==> src/rtl/mem_uart_pkg.sv <==
// Shared encodings for the mem_uart arbiter: FSM states, owner/op codes and the
// two-way round-robin pick.
package mem_uart_pkg;

   typedef enum logic [1:0] {
      ST_IDLE = 2'd0,
      ST_BUSY = 2'd1,
      ST_ACK  = 2'd2
   } state_t;

   localparam logic OWN_A = 1'b0;
   localparam logic OWN_B = 1'b1;

   localparam logic OP_RD = 1'b0;
   localparam logic OP_WR = 1'b1;

   // pending[0] is A, pending[1] is B; on a tie the side that did not win last goes.
   function automatic logic rr_pick(input logic [1:0] pending, input logic last);
      if (pending == 2'b11) begin
         return ~last;
      end
      return pending[1] ? OWN_B : OWN_A;
   endfunction

endpackage

==> src/rtl/mem_uart_arb.sv <==
// Round-robin arbiter sharing one mem_uart master port between requesters A and B;
// the winning request is latched and replayed until the master accepts it.
module mem_uart_arb
   import mem_uart_pkg::*;
#(
   parameter int DATA_WIDTH = 16,
   parameter int ADDR_WIDTH = 64
) (
   input  logic                  i_clk,
   input  logic                  i_nrst,
   input  logic [ADDR_WIDTH-1:0] i_a_addr,
   input  logic [DATA_WIDTH-1:0] i_a_data,
   output logic [DATA_WIDTH-1:0] o_a_data,
   input  logic                  i_a_read_valid,
   output logic                  o_a_read_accept,
   input  logic                  i_a_write_valid,
   output logic                  o_a_write_accept,
   input  logic [ADDR_WIDTH-1:0] i_b_addr,
   input  logic [DATA_WIDTH-1:0] i_b_data,
   output logic [DATA_WIDTH-1:0] o_b_data,
   input  logic                  i_b_read_valid,
   output logic                  o_b_read_accept,
   input  logic                  i_b_write_valid,
   output logic                  o_b_write_accept,
   output logic [ADDR_WIDTH-1:0] o_m_addr,
   output logic [DATA_WIDTH-1:0] o_m_data,
   input  logic [DATA_WIDTH-1:0] i_m_data,
   output logic                  o_m_read_valid,
   input  logic                  i_m_read_accept,
   output logic                  o_m_write_valid,
   input  logic                  i_m_write_accept,
   output logic                  o_busy,
   output logic                  o_owner
);

   state_t                  state_q;
   logic                    rr_last_q;
   logic                    owner_q;
   logic                    op_q;
   logic                    busy_q;
   logic [ADDR_WIDTH-1:0]   m_addr_q;
   logic [DATA_WIDTH-1:0]   m_data_q;
   logic                    m_rd_q, m_wr_q;
   logic [DATA_WIDTH-1:0]   a_data_q, b_data_q;
   logic                    a_racc_q, a_wacc_q, b_racc_q, b_wacc_q;

   logic [1:0]              pending;
   logic                    grant_d;
   logic                    grant_wr_d;
   logic [ADDR_WIDTH-1:0]   grant_addr_d;
   logic [DATA_WIDTH-1:0]   grant_data_d;
   logic                    m_done;

   // NOTE: every signal gets a value on every path through always_comb; otherwise a latch is inferred.
   always_comb begin
      pending      = {i_b_read_valid | i_b_write_valid, i_a_read_valid | i_a_write_valid};
      grant_d      = rr_pick(pending, rr_last_q);
      grant_wr_d   = (grant_d == OWN_B) ? i_b_write_valid : i_a_write_valid;
      grant_addr_d = (grant_d == OWN_B) ? i_b_addr : i_a_addr;
      grant_data_d = (grant_d == OWN_B) ? i_b_data : i_a_data;
      m_done       = (op_q == OP_WR) ? i_m_write_accept : i_m_read_accept;
   end

   // NOTE: state registers use non-blocking assignments so every flop samples pre-edge values.
   always_ff @(posedge i_clk or negedge i_nrst) begin
      if (!i_nrst) begin
         state_q   <= ST_IDLE;
         rr_last_q <= OWN_B;
         owner_q   <= OWN_A;
         op_q      <= OP_RD;
         busy_q    <= 1'b0;
         m_addr_q  <= '0;
         m_data_q  <= '0;
         m_rd_q    <= 1'b0;
         m_wr_q    <= 1'b0;
         a_data_q  <= '0;
         b_data_q  <= '0;
         a_racc_q  <= 1'b0;
         a_wacc_q  <= 1'b0;
         b_racc_q  <= 1'b0;
         b_wacc_q  <= 1'b0;
      end else begin
         a_racc_q <= 1'b0;
         a_wacc_q <= 1'b0;
         b_racc_q <= 1'b0;
         b_wacc_q <= 1'b0;
         unique case (state_q)
            ST_IDLE: begin
               if (|pending) begin
                  // Write wins when one requester raises both valids; its read stays pending.
                  op_q      <= grant_wr_d ? OP_WR : OP_RD;
                  m_wr_q    <= grant_wr_d;
                  m_rd_q    <= ~grant_wr_d;
                  m_addr_q  <= grant_addr_d;
                  m_data_q  <= grant_data_d;
                  owner_q   <= grant_d;
                  rr_last_q <= grant_d;
                  busy_q    <= 1'b1;
                  state_q   <= ST_BUSY;
               end
            end
            ST_BUSY: begin
               if (m_done) begin
                  m_rd_q   <= 1'b0;
                  m_wr_q   <= 1'b0;
                  a_racc_q <= (owner_q == OWN_A) && (op_q == OP_RD);
                  a_wacc_q <= (owner_q == OWN_A) && (op_q == OP_WR);
                  b_racc_q <= (owner_q == OWN_B) && (op_q == OP_RD);
                  b_wacc_q <= (owner_q == OWN_B) && (op_q == OP_WR);
                  if (op_q == OP_RD) begin
                     if (owner_q == OWN_B) b_data_q <= i_m_data;
                     else                  a_data_q <= i_m_data;
                  end
                  state_q <= ST_ACK;
               end
            end
            ST_ACK: begin
               busy_q  <= 1'b0;
               state_q <= ST_IDLE;
            end
            default: begin
               busy_q  <= 1'b0;
               state_q <= ST_IDLE;
            end
         endcase
      end
   end

   assign o_a_data         = a_data_q;
   assign o_b_data         = b_data_q;
   assign o_a_read_accept  = a_racc_q;
   assign o_a_write_accept = a_wacc_q;
   assign o_b_read_accept  = b_racc_q;
   assign o_b_write_accept = b_wacc_q;
   assign o_m_addr         = m_addr_q;
   assign o_m_data         = m_data_q;
   assign o_m_read_valid   = m_rd_q;
   assign o_m_write_valid  = m_wr_q;
   assign o_busy           = busy_q;
   assign o_owner          = owner_q;

endmodule

==> config.mk <==
export PLATFORM = sky130hd
export DESIGN_NAME = mem_uart_arb
export DESIGN_NICKNAME = d
export VERILOG_FILES = /design/src/rtl/mem_uart_pkg.sv /design/src/rtl/mem_uart_arb.sv
export SDC_FILE = /design/constraint.sdc
export NUM_CORES = 1
export LEC_CHECK = 0
export CAP_MARGIN = 20
export CELL_PAD_IN_SITES_DETAIL_PLACEMENT = 1
export CELL_PAD_IN_SITES_GLOBAL_PLACEMENT = 1
export CORE_MARGIN = 2
export CORE_UTILIZATION = 29
export DETAILED_ROUTE_END_ITERATION = 7
export MAX_ROUTING_LAYER = met4
export PLACE_DENSITY = 0.87
export SYNTH_ARGS = -nofsm -noshare
export SYNTH_HDL_FRONTEND = slang
export SYNTH_SLANG_ARGS = --single-unit
==> constraint.sdc <==
create_clock -name i_clk -period 2.7 [get_ports i_clk]
set_clock_uncertainty 0.1 [all_clocks]
set_input_delay 0.405 -clock i_clk [delete_from_list [all_inputs] [get_ports i_clk]]
set_output_delay 0.405 -clock i_clk [all_outputs]
set_load 0.01 [all_outputs]
==> results.cfg, run 1 <==
[worst_setup_path]
endpoint_kind = register
regToRegSetupSlack_ns = 0.88
worstPathArrival_ns = 2.30
start_kind = input pin
required_ns = 2.92
crit_fanout = 28
timing.rr.start = state_q[0]
crit_end = o_m_addr[27]
timing.rr.end = o_b_data[12]
crit_path_start = i_b_write_valid
critical_path_class = input pin to register
ff2ff_path_depth = 3

[finish]
nNetsFinal = 1036
drive_above_1_share_pct = 9.48
syn2layout_area_growth_pct = 76.1
final_core_util_pct = 51.8
diodes = 0

[floorplan]
chipHeight_um = 139
start_util_pct = 29.4
die_w_um = 139
core_um2 = 17900
dieArea_um2 = 19200
rows = 49
pin_count = 304

[timing]
tns_ns = 0
worstMarginPinSlew_ns = 0.483
drv_slew = 0
fmax_mhz = 482
final-setup-viol-count = 0
layout_worst_path_cycle_share_pct = 76.8
relSlewSlack_pct = 67.8
finalHoldViolations = 0
rsz0062_at_grt = false
fin_crit_ns = 2.07

[clocking]
cts.repair.resized = 0
cts_setup_buffers = 0
cts_tree = yes
clk_latency_ns = 0.41
cts_buffers = 17
ctsRootBufferMaster = clkbuf_16
clockBufferDepth = 2
cts_sinks = 124
htreeDepth = 4
clkTransAtPathRegs_ns = 0.06

[synth]
synth_flop_cell = dfrtp_1
syn_avg_cell_area_um2 = 9.57
synth_top_area_share_pct = 58.5
synth_area_leaders = dfrtp_1, a21oi_1, nand2_1
syn_inst = 550
synth.most_common_cell = a21oi_1
yosysWarnings = 0
ys_top_cells_by_count = a21oi_1, dfrtp_1, nand2_1
synthDistinctLibCells = 27
synth_top_area_cell = dfrtp_1
synth_area_um2 = 5270
syn_nets = 734
yosysSeqAreaShare_pct = 59.0
synth_seq_cells = 124
synth_edf_count = 0
async_flop_share_pct = 100

[pwr]
p_leak_nw = 3.85
intPower_w = 0.00713
sw_frac_of_total_pct = 36.8
p_comb_share_pct = 49.1
powerDensity_nw_per_um2 = 1220
peakVddDrop_v = 0.000615
p_clk_share_pct = 21.0
p_sw_w = 0.00415
pwr-share-seq_pct = 29.9

[route]
postRouteAntennaNets = 0
wl_per_cell_um = 19.0
dr.pass1.iters = 4
drt_iter0_markers = 133
drt-total-wl_um = 20700
drc = 0
viasPerCell = 4.88
vias = 5341

[placement]
place_congestion = 0.786
hpwlAfterDp_um = 15300
numPortBuffers = 303

[global_route]
grt_overflow = 0
grt_pass1_wl_um = 32400
grt_pass1_vias = 5810
grt_max_degree = 59
antenna_found_initial = 0
grt_usage_pct = 22.2

[flow_run]
drv_cap = 0

[hold_path]
hp-class = input pin to async pin

[run_status]
status = complete, no violations
==> cells in the final DEF, fill, tap and decap left out, types with 2 or more instances in the layout <==
cell type / netlist / final
buf_4: 1 / 10
clkinv_4: 0 / 2
bufinv_16: 0 / 3
mux2_2: 24 / 24
o21ai_0: 5 / 5
nor2_1: 83 / 83
buf_12: 0 / 8
a21oi_1: 161 / 161
inv_6: 0 / 2
clkbuf_16: 0 / 17
clkinvlp_4: 0 / 4
nand2_1: 84 / 84
clkinv_2: 0 / 2
nand3_1: 2 / 2
mux2_1: 9 / 9
inv_1: 6 / 6
dfrtp_1: 123 / 123
clkdlybuf4s50_1: 0 / 302
==> critical path: stages <==
cell and delay (ns):
clkdlybuf4s50_1 0.48, nor2_1 0.42, a211o_2 0.35, buf_12 0.22
buf_4 0.17, a21oi_1 0.05, a21oi_1 0.18
==> metal layers <==
| layer | vias up | global-route usage [%] | share of wire, % |
|---|---|---|---|
| met3 | 27 | 5.59 | 5.8 |
| met2 | 224 | 38.0 | 51 |
| met5 | - | - | 0 |
| li1 | 2459 | - | - |
| met1 | 2631 | 25.8 | 41 |
| met4 | 0 | 6.86 | 1.8 |
==> sequential cells by signal, summed over array words and instances (netlist names) <==
name	count
o_m_write_valid	1
o_b_write_accept	1
state_q	2
o_m_read_valid	1
o_m_data	16
o_owner	1
o_busy	1
op_q	1
o_a_data	16
rr_last_q	1
o_b_read_accept	1
o_a_write_accept	1
o_b_data	16
o_m_addr	64
o_a_read_accept	1
==> worst min path at each step <==
| stage | from | endpoint | slack [ns] | cells after the start |
|---|---|---|---|---|
| 3_5_place_dp | i_nrst | o_m_addr[35] | 0.27 | 1 |
| 6_report | i_nrst | o_m_addr[35] | 0.36 | 2 |
| 2_1_floorplan | i_nrst | o_a_data[0] | 0.009 | 0 |
| 3_3_place_gp | i_nrst | o_m_addr[28] | 0.26 | 1 |
| 4_1_cts | i_nrst | o_m_addr[35] | 0.36 | 2 |
| 5_1_grt | i_nrst | o_m_addr[35] | 0.39 | 2 |
==> stage by stage <==
stage / instances / hold WS, ns / instance area [um2] / worst slack (ns) / total power, W
finish: 1094 / 0.365 / 9270 / 0.625 / 0.0113
global route: 1094 / 0.395 / 9270 / 0.527 / 0.0120
CTS: 1094 / 0.365 / 9270 / 0.645 / 0.0114
detailed placement: 1061 / 0.265 / 8650 / 0.214 / 0.00898
global placement: 1061 / 0.262 / 8650 / 0.361 / 0.00872
floorplan: 550 / 0.00941 / 5270 / 1.06 / 0.00581
==> power groups by stage <==
| stage | Clock [W] | Sequential, W | Combinational (W) |
|---|---|---|---|
| 6_report | 0.00237 | 0.00337 | 0.00555 |
| 5_1_grt | 0.00250 | 0.00349 | 0.00599 |
| 4_1_cts | 0.00243 | 0.00338 | 0.00562 |
| 3_5_place_dp | 0 | 0.00340 | 0.00558 |
| 3_3_place_gp | 0 | 0.00331 | 0.00540 |
| 2_1_floorplan | 0 | 0.00373 | 0.00208 |
==> kinds of logic (layout without fill, tap and decap cells) <==
logic type	count (synthesis)	count (layout)	share of synthesized area (%)
buffers and inverters	44	359	3.80
multiplexers	33	33	7.06
flip-flops	124	124	59.0
AO/OA/AOI/OAI	173	173	17.1
AND/OR/NAND/NOR	176	176	13.0
==> cell type report <==
class                      count  area (um2)
timing repair buffer         321        3270
sequential                   124        3100
inverter                       6        22.5
fill                        1996        8630
clock inverter                13         165
clock buffer                  19         443
multi-input combinational    382        1980
tap                          229         287
==> timing repair <==
action                     in CTS  in global routing
hold endpoints to repair       25                  0
hold buffers                    1                  0
setup endpoints to repair       0                  0
(Power assumes the default switching activity.)
==> inputs of run 2 (changes only) <==
- CORE_UTILIZATION: 29 -> 24
- PLACE_DENSITY: 0.87 -> 0.77
- clock period: 2.7 -> 1.82 ns (I/O delays scaled with it)
==> results.cfg, run 2 (synthesis gave the netlist of run 1 again) <==
[route]
postRouteAntennaNets = 0
vias = 5405
drt_iter0_markers = 174
dr.pass1.iters = 4
wl_per_cell_um = 17.3
drt-total-wl_um = 20400
viasPerCell = 4.58
drc = 0

[global_route]
grt_pass1_wl_um = 32900
grt_usage_pct = 18.4
grt_overflow = 0
grt_pass1_vias = 6099
grt_max_degree = 48
antenna_found_initial = 0

[floorplan]
dieArea_um2 = 23100
rows = 54
pin_count = 304
chipHeight_um = 152
die_w_um = 152
start_util_pct = 24.3
core_um2 = 21700

[timing]
worstMarginPinSlew_ns = 0.436
relSlewSlack_pct = 71.0
layout_setup_ws_ns = 0.0556
fin_crit_ns = 1.76
finalHoldViolations = 0
drv_slew = 0
rsz0062_at_grt = false
layout_worst_path_cycle_share_pct = 96.9
tns_ns = 0
fmax_mhz = 567
final-setup-viol-count = 0

[worst_setup_path]
endpoint_kind = output port
regToRegSetupSlack_ns = 0.14
worstPathArrival_ns = 1.39
required_ns = 1.45
crit_path_max_incr_delay_ns = 0.59
cp_slowest_cell = clkdlybuf4s50_1
ff2ff_path_depth = 6
start_kind = register
path_cells = clkdlybuf4s50_1
crit_fanout = 4
crit_cells = 1
crit_family = buffers and inverters
timing.rr.end = o_m_addr[20]
critical_path_class = register to output port
cp_num_buf_inv = 1
timing.rr.start = rr_last_q

[finish]
drive_above_1_share_pct = 12.9
largest_reg_flops = 64
final_area_um2 = 9700
final_common_cell = clkdlybuf4s50_1
fillers = 2440
multi_input_area_um2 = 1980
nNetsFinal = 1070
ff_latch_area_um2 = 3100
layout_common_cells = clkdlybuf4s50_1, a21oi_1, dfrtp_1
syn2layout_area_growth_pct = 84.2
diodes = 0

[pwr]
sw_frac_of_total_pct = 35.8
peakVddDrop_v = 0.000568
p_clk_share_pct = 19.9
powerDensity_nw_per_um2 = 1770
p_sw_w = 0.00615
intPower_w = 0.0110
p_leak_nw = 4.06
p_total_w = 0.0172
p_comb_share_pct = 51.2
pwr-share-seq_pct = 28.9

[clocking]
clk_latency_ns = 0.41
cts_buffers = 17
clockBufferDepth = 2
cts.repair.resized = 0
cts_sinks = 124
cts_tree = yes
clkTransAtPathRegs_ns = 0.06
htreeDepth = 4
ctsRootBufferMaster = clkbuf_16

[placement]
place_congestion = 0.782
place_area_um2 = 9100
numPortBuffers = 303
hpwlAfterDp_um = 15400
pre_cts_slack_ns = -0.251

[hold_path]
hp-class = input pin to async pin

[flow_run]
drv_cap = 0

[run_status]
status = complete, no violations
[run 2: cell types whose count changed in the layout (fill, tap and decap cells not counted)]
cell | previous run | this run
bufinv_16 | 3 | 2
inv_6 | 2 | 3
clkinvlp_4 | 4 | 3
clkbuf_8 | 1 | 2
buf_12 | 8 | 18
buf_4 | 10 | 34
[run 2: metal layers]
layer	GRT usage (%)	part of all wire, %
met4	5.47	2.1
met1	21.1	41
met2	30.9	50
met3	5.85	6.8
met5	-	0
[run 2: worst max path at each step]
stage,from,endpoint,slack (ns)
after global routing,o_owner,o_owner,0.02
after CTS,o_m_data[3],o_m_data[3],0.03
after global placement,i_a_write_valid,o_m_addr[62],-0.18
after floorplan,state_q[0],o_a_data[10],0.18
after detailed placement,i_a_write_valid,o_m_addr[22],-0.25
final,o_owner,o_owner,0.06
[run 2: repair_timing]
item,4_1_cts,5_1_grt
hold endpoints to repair,26,0
buffers inserted,0,0
hold buffers,1,0
[run 2: layout make-up]
| class | instances | area share [%] |
|---|---|---|
| flip-flops and latches | 124 | 32.0 |
| well taps | 280 | 3.61 |
| repair buffers | 355 | 37.6 |
| inverters | 6 | 0.232 |
| clock inverters | 12 | 1.41 |
| multi-input cells | 382 | 20.4 |
| clock buffers | 20 | 4.71 |
[run 2: power by group through the flow]
stage / Combinational, W / Clock (W) / Sequential [W]
2_1_floorplan: 0.00309 / 0 / 0.00553
3_3_place_gp: 0.00872 / 0 / 0.00492
3_5_place_dp: 0.00891 / 0 / 0.00501
4_1_cts: 0.00896 / 0.00352 / 0.00499
5_1_grt: 0.00963 / 0.00364 / 0.00516
6_report: 0.00881 / 0.00342 / 0.00497
[run 2: per-stage QoR]
stage          instances  utilization [%]  hold WS, ns
6_report            1179             44.7        0.259
5_1_grt             1179             44.7        0.284
4_1_cts             1179             44.7        0.249
3_5_place_dp        1146             41.9        0.142
3_3_place_gp        1146             41.9        0.142
2_1_floorplan        550                -       -0.123
==> inputs of run 3 (changes only) <==
- ABC_AREA: unset -> 1
- CELL_PAD_IN_SITES_DETAIL_PLACEMENT: 1 -> unset
- CELL_PAD_IN_SITES_GLOBAL_PLACEMENT: 1 -> unset
- CORE_UTILIZATION: 24 -> 36
- CTS_CLUSTER_SIZE: unset -> 30
- PLACE_DENSITY: 0.77 -> 0.79
==> results.cfg, run 3 <==
[worst_setup_path]
start_kind = register
required_ns = 1.45
endpoint_kind = output port
regToRegSetupSlack_ns = 0.34
worstPathArrival_ns = 1.39
critical_path_class = register to output port
timing.rr.start = rr_last_q
crit_path_max_incr_delay_ns = 0.59
timing.rr.end = o_m_addr[59]
crit_cells = 1
cp_num_buf_inv = 1
crit_path_start = o_owner
crit_end = o_owner
crit_fanout = 4
path_cells = clkdlybuf4s50_1
crit_family = buffers and inverters
cp_slowest_cell = clkdlybuf4s50_1
ff2ff_path_depth = 6

[synth]
synth_seq_cells = 124
yosysSeqAreaShare_pct = 53.3
synthDistinctLibCells = 20
synth_top_area_share_pct = 52.9
synth_area_um2 = 5820
async_flop_share_pct = 100
syn_nets = 968
synth_edf_count = 0
synth_area_leaders = dfrtp_1, nand2_1, o21ai_1
synth_flop_cell = dfrtp_1
syn_avg_cell_area_um2 = 7.42
ys_top_cells_by_count = nand2_1, dfrtp_1, inv_1
synth_top_area_cell = dfrtp_1
syn_inst = 784
yosysWarnings = 0
synth.most_common_cell = nand2_1

[route]
postRouteAntennaNets = 0
drt_iter0_markers = 282
viasPerCell = 4.56
wl_per_cell_um = 13.7
drc = 0
vias = 5984
drt-total-wl_um = 18000
dr.pass1.iters = 5

[run_status]
status = complete, no violations

[pwr]
intPower_w = 0.0102
p_comb_share_pct = 49.0
p_clk_share_pct = 20.9
pwr-share-seq_pct = 30.0
sw_frac_of_total_pct = 36.8
peakVddDrop_v = 0.000725
p_sw_w = 0.00594
p_leak_nw = 4.72
powerDensity_nw_per_um2 = 1660

[timing]
layout_worst_path_cycle_share_pct = 97.1
drv_slew = 0
fin_crit_ns = 1.77
final-setup-viol-count = 0
rsz0062_at_grt = false
tns_ns = 0
fmax_mhz = 566
layout_setup_ws_ns = 0.0521
finalHoldViolations = 0
worstMarginPinSlew_ns = 0.413
relSlewSlack_pct = 72.4

[floorplan]
start_util_pct = 36.8
die_w_um = 131
core_um2 = 15800
pin_count = 304
chipHeight_um = 131
dieArea_um2 = 17200
rows = 46

[finish]
syn2layout_area_growth_pct = 67.5
largest_reg_flops = 64
nNetsFinal = 1269
fillers = 1374
drive_above_1_share_pct = 5.65
diodes = 0
final_common_cell = nand2_1
layout_common_cells = nand2_1, clkdlybuf4s50_1, dfrtp_1

[flow_run]
drv_cap = 0

[placement]
pre_cts_slack_ns = -0.109
hpwlAfterDp_um = 13200
numPortBuffers = 303
place_congestion = 0.820

[global_route]
grt_overflow = 0
grt_max_degree = 72
grt_pass1_wl_um = 29000
grt_usage_pct = 21.4
antenna_found_initial = 0
grt_pass1_vias = 5835

[clocking]
cts_sinks = 124
clockBufferDepth = 2
htreeDepth = 4
cts.repair.resized = 0
clk_latency_ns = 0.40
clkTransAtPathRegs_ns = 0.06
cts_buffers = 17
cts_tree = yes
ctsRootBufferMaster = clkbuf_16

[hold_path]
hp-class = input pin to register
## run 3: cell types whose count changed after synthesis, sizes merged, moves of 2 or more
cell,previous run,this run
buf,16,32
nand2,84,339
clkbuf,22,8
nor2,84,86
nor2b,3,0
inv,6,90
o21ai,6,100
mux2,33,0
a21oi,161,1
## run 3: how the worst min path moves through the flow
| stage | from | endpoint | slack (ns) | cells after the start |
|---|---|---|---|---|
| finish | i_m_data[0] | o_a_data[0] | 0.33 | 3 |
| global route | i_m_data[15] | o_a_data[15] | 0.35 | 3 |
| CTS | i_m_data[0] | o_a_data[0] | 0.32 | 3 |
| detailed placement | i_nrst | o_m_addr[40] | 0.20 | 2 |
| global placement | i_nrst | o_m_addr[40] | 0.20 | 2 |
| floorplan | i_nrst | o_a_data[0] | -0.12 | 0 |
## run 3: kinds of logic after synthesis
group,synth area share (%)
AOI/OAI and AO/OA,8.75
DFF,53.3
and+or+nand+nor,28.3
buffers and inverters,9.63
## run 3: final cells by class
cell class / count / area, um2 / share of cell area [%]
Clock buffer: 22 / 484 / 4.97
Clock inverter: 9 / 113 / 1.16
Inverter: 90 / 338 / 3.47
Timing Repair Buffer: 322 / 3280 / 33.6
Sequential cell: 124 / 3100 / 31.8
Tap cell: 216 / 270 / 2.77
Multi-Input combinational cell: 530 / 2160 / 22.2
## run 3: routing by layer
| metal | share of wire (%) | GRT usage [%] |
|---|---|---|
| met3 | 7.8 | 6.64 |
| met4 | 2.7 | 7.25 |
| met2 | 49 | 35.9 |
| met1 | 41 | 24.5 |
| met5 | 0 | - |
## run 3: stage by stage
stage	area (um2)	cells	utilization (%)	power (W)	hold WS, ns
after detailed placement	9140	1281	57.8	0.0129	0.204
final	9750	1313	61.6	0.0161	0.335
after global placement	9140	1281	57.8	0.0127	0.202
after floorplan	5820	784	-	0.00868	-0.123
after global routing	9750	1313	61.6	0.0173	0.346
after CTS	9750	1313	61.6	0.0163	0.321
## run 3: power groups by stage
stage / logic [W] / clock network, W / registers (W)
2_1_floorplan: 0.00324 / 0 / 0.00544
3_3_place_gp: 0.00782 / 0 / 0.00484
3_5_place_dp: 0.00799 / 0 / 0.00487
4_1_cts: 0.00803 / 0.00344 / 0.00485
5_1_grt: 0.00869 / 0.00356 / 0.00502
6_report: 0.00792 / 0.00338 / 0.00485
## run 3: what timing repair did
action / 4_1_cts / 5_1_grt
buffers inserted: 0 / 0
hold buffers: 1 / 0
hold endpoints to repair: 123 / 0
## run 3: worst register-to-register path, stage by stage, from the launching register on
cell	delay (ns)
dfstp_2	0.54
o21ai_2	0.08
nand2_4	0.13
buf_12	0.26
nand2_1	0.14
nand2_1	0.07
o21ai_1	0.06
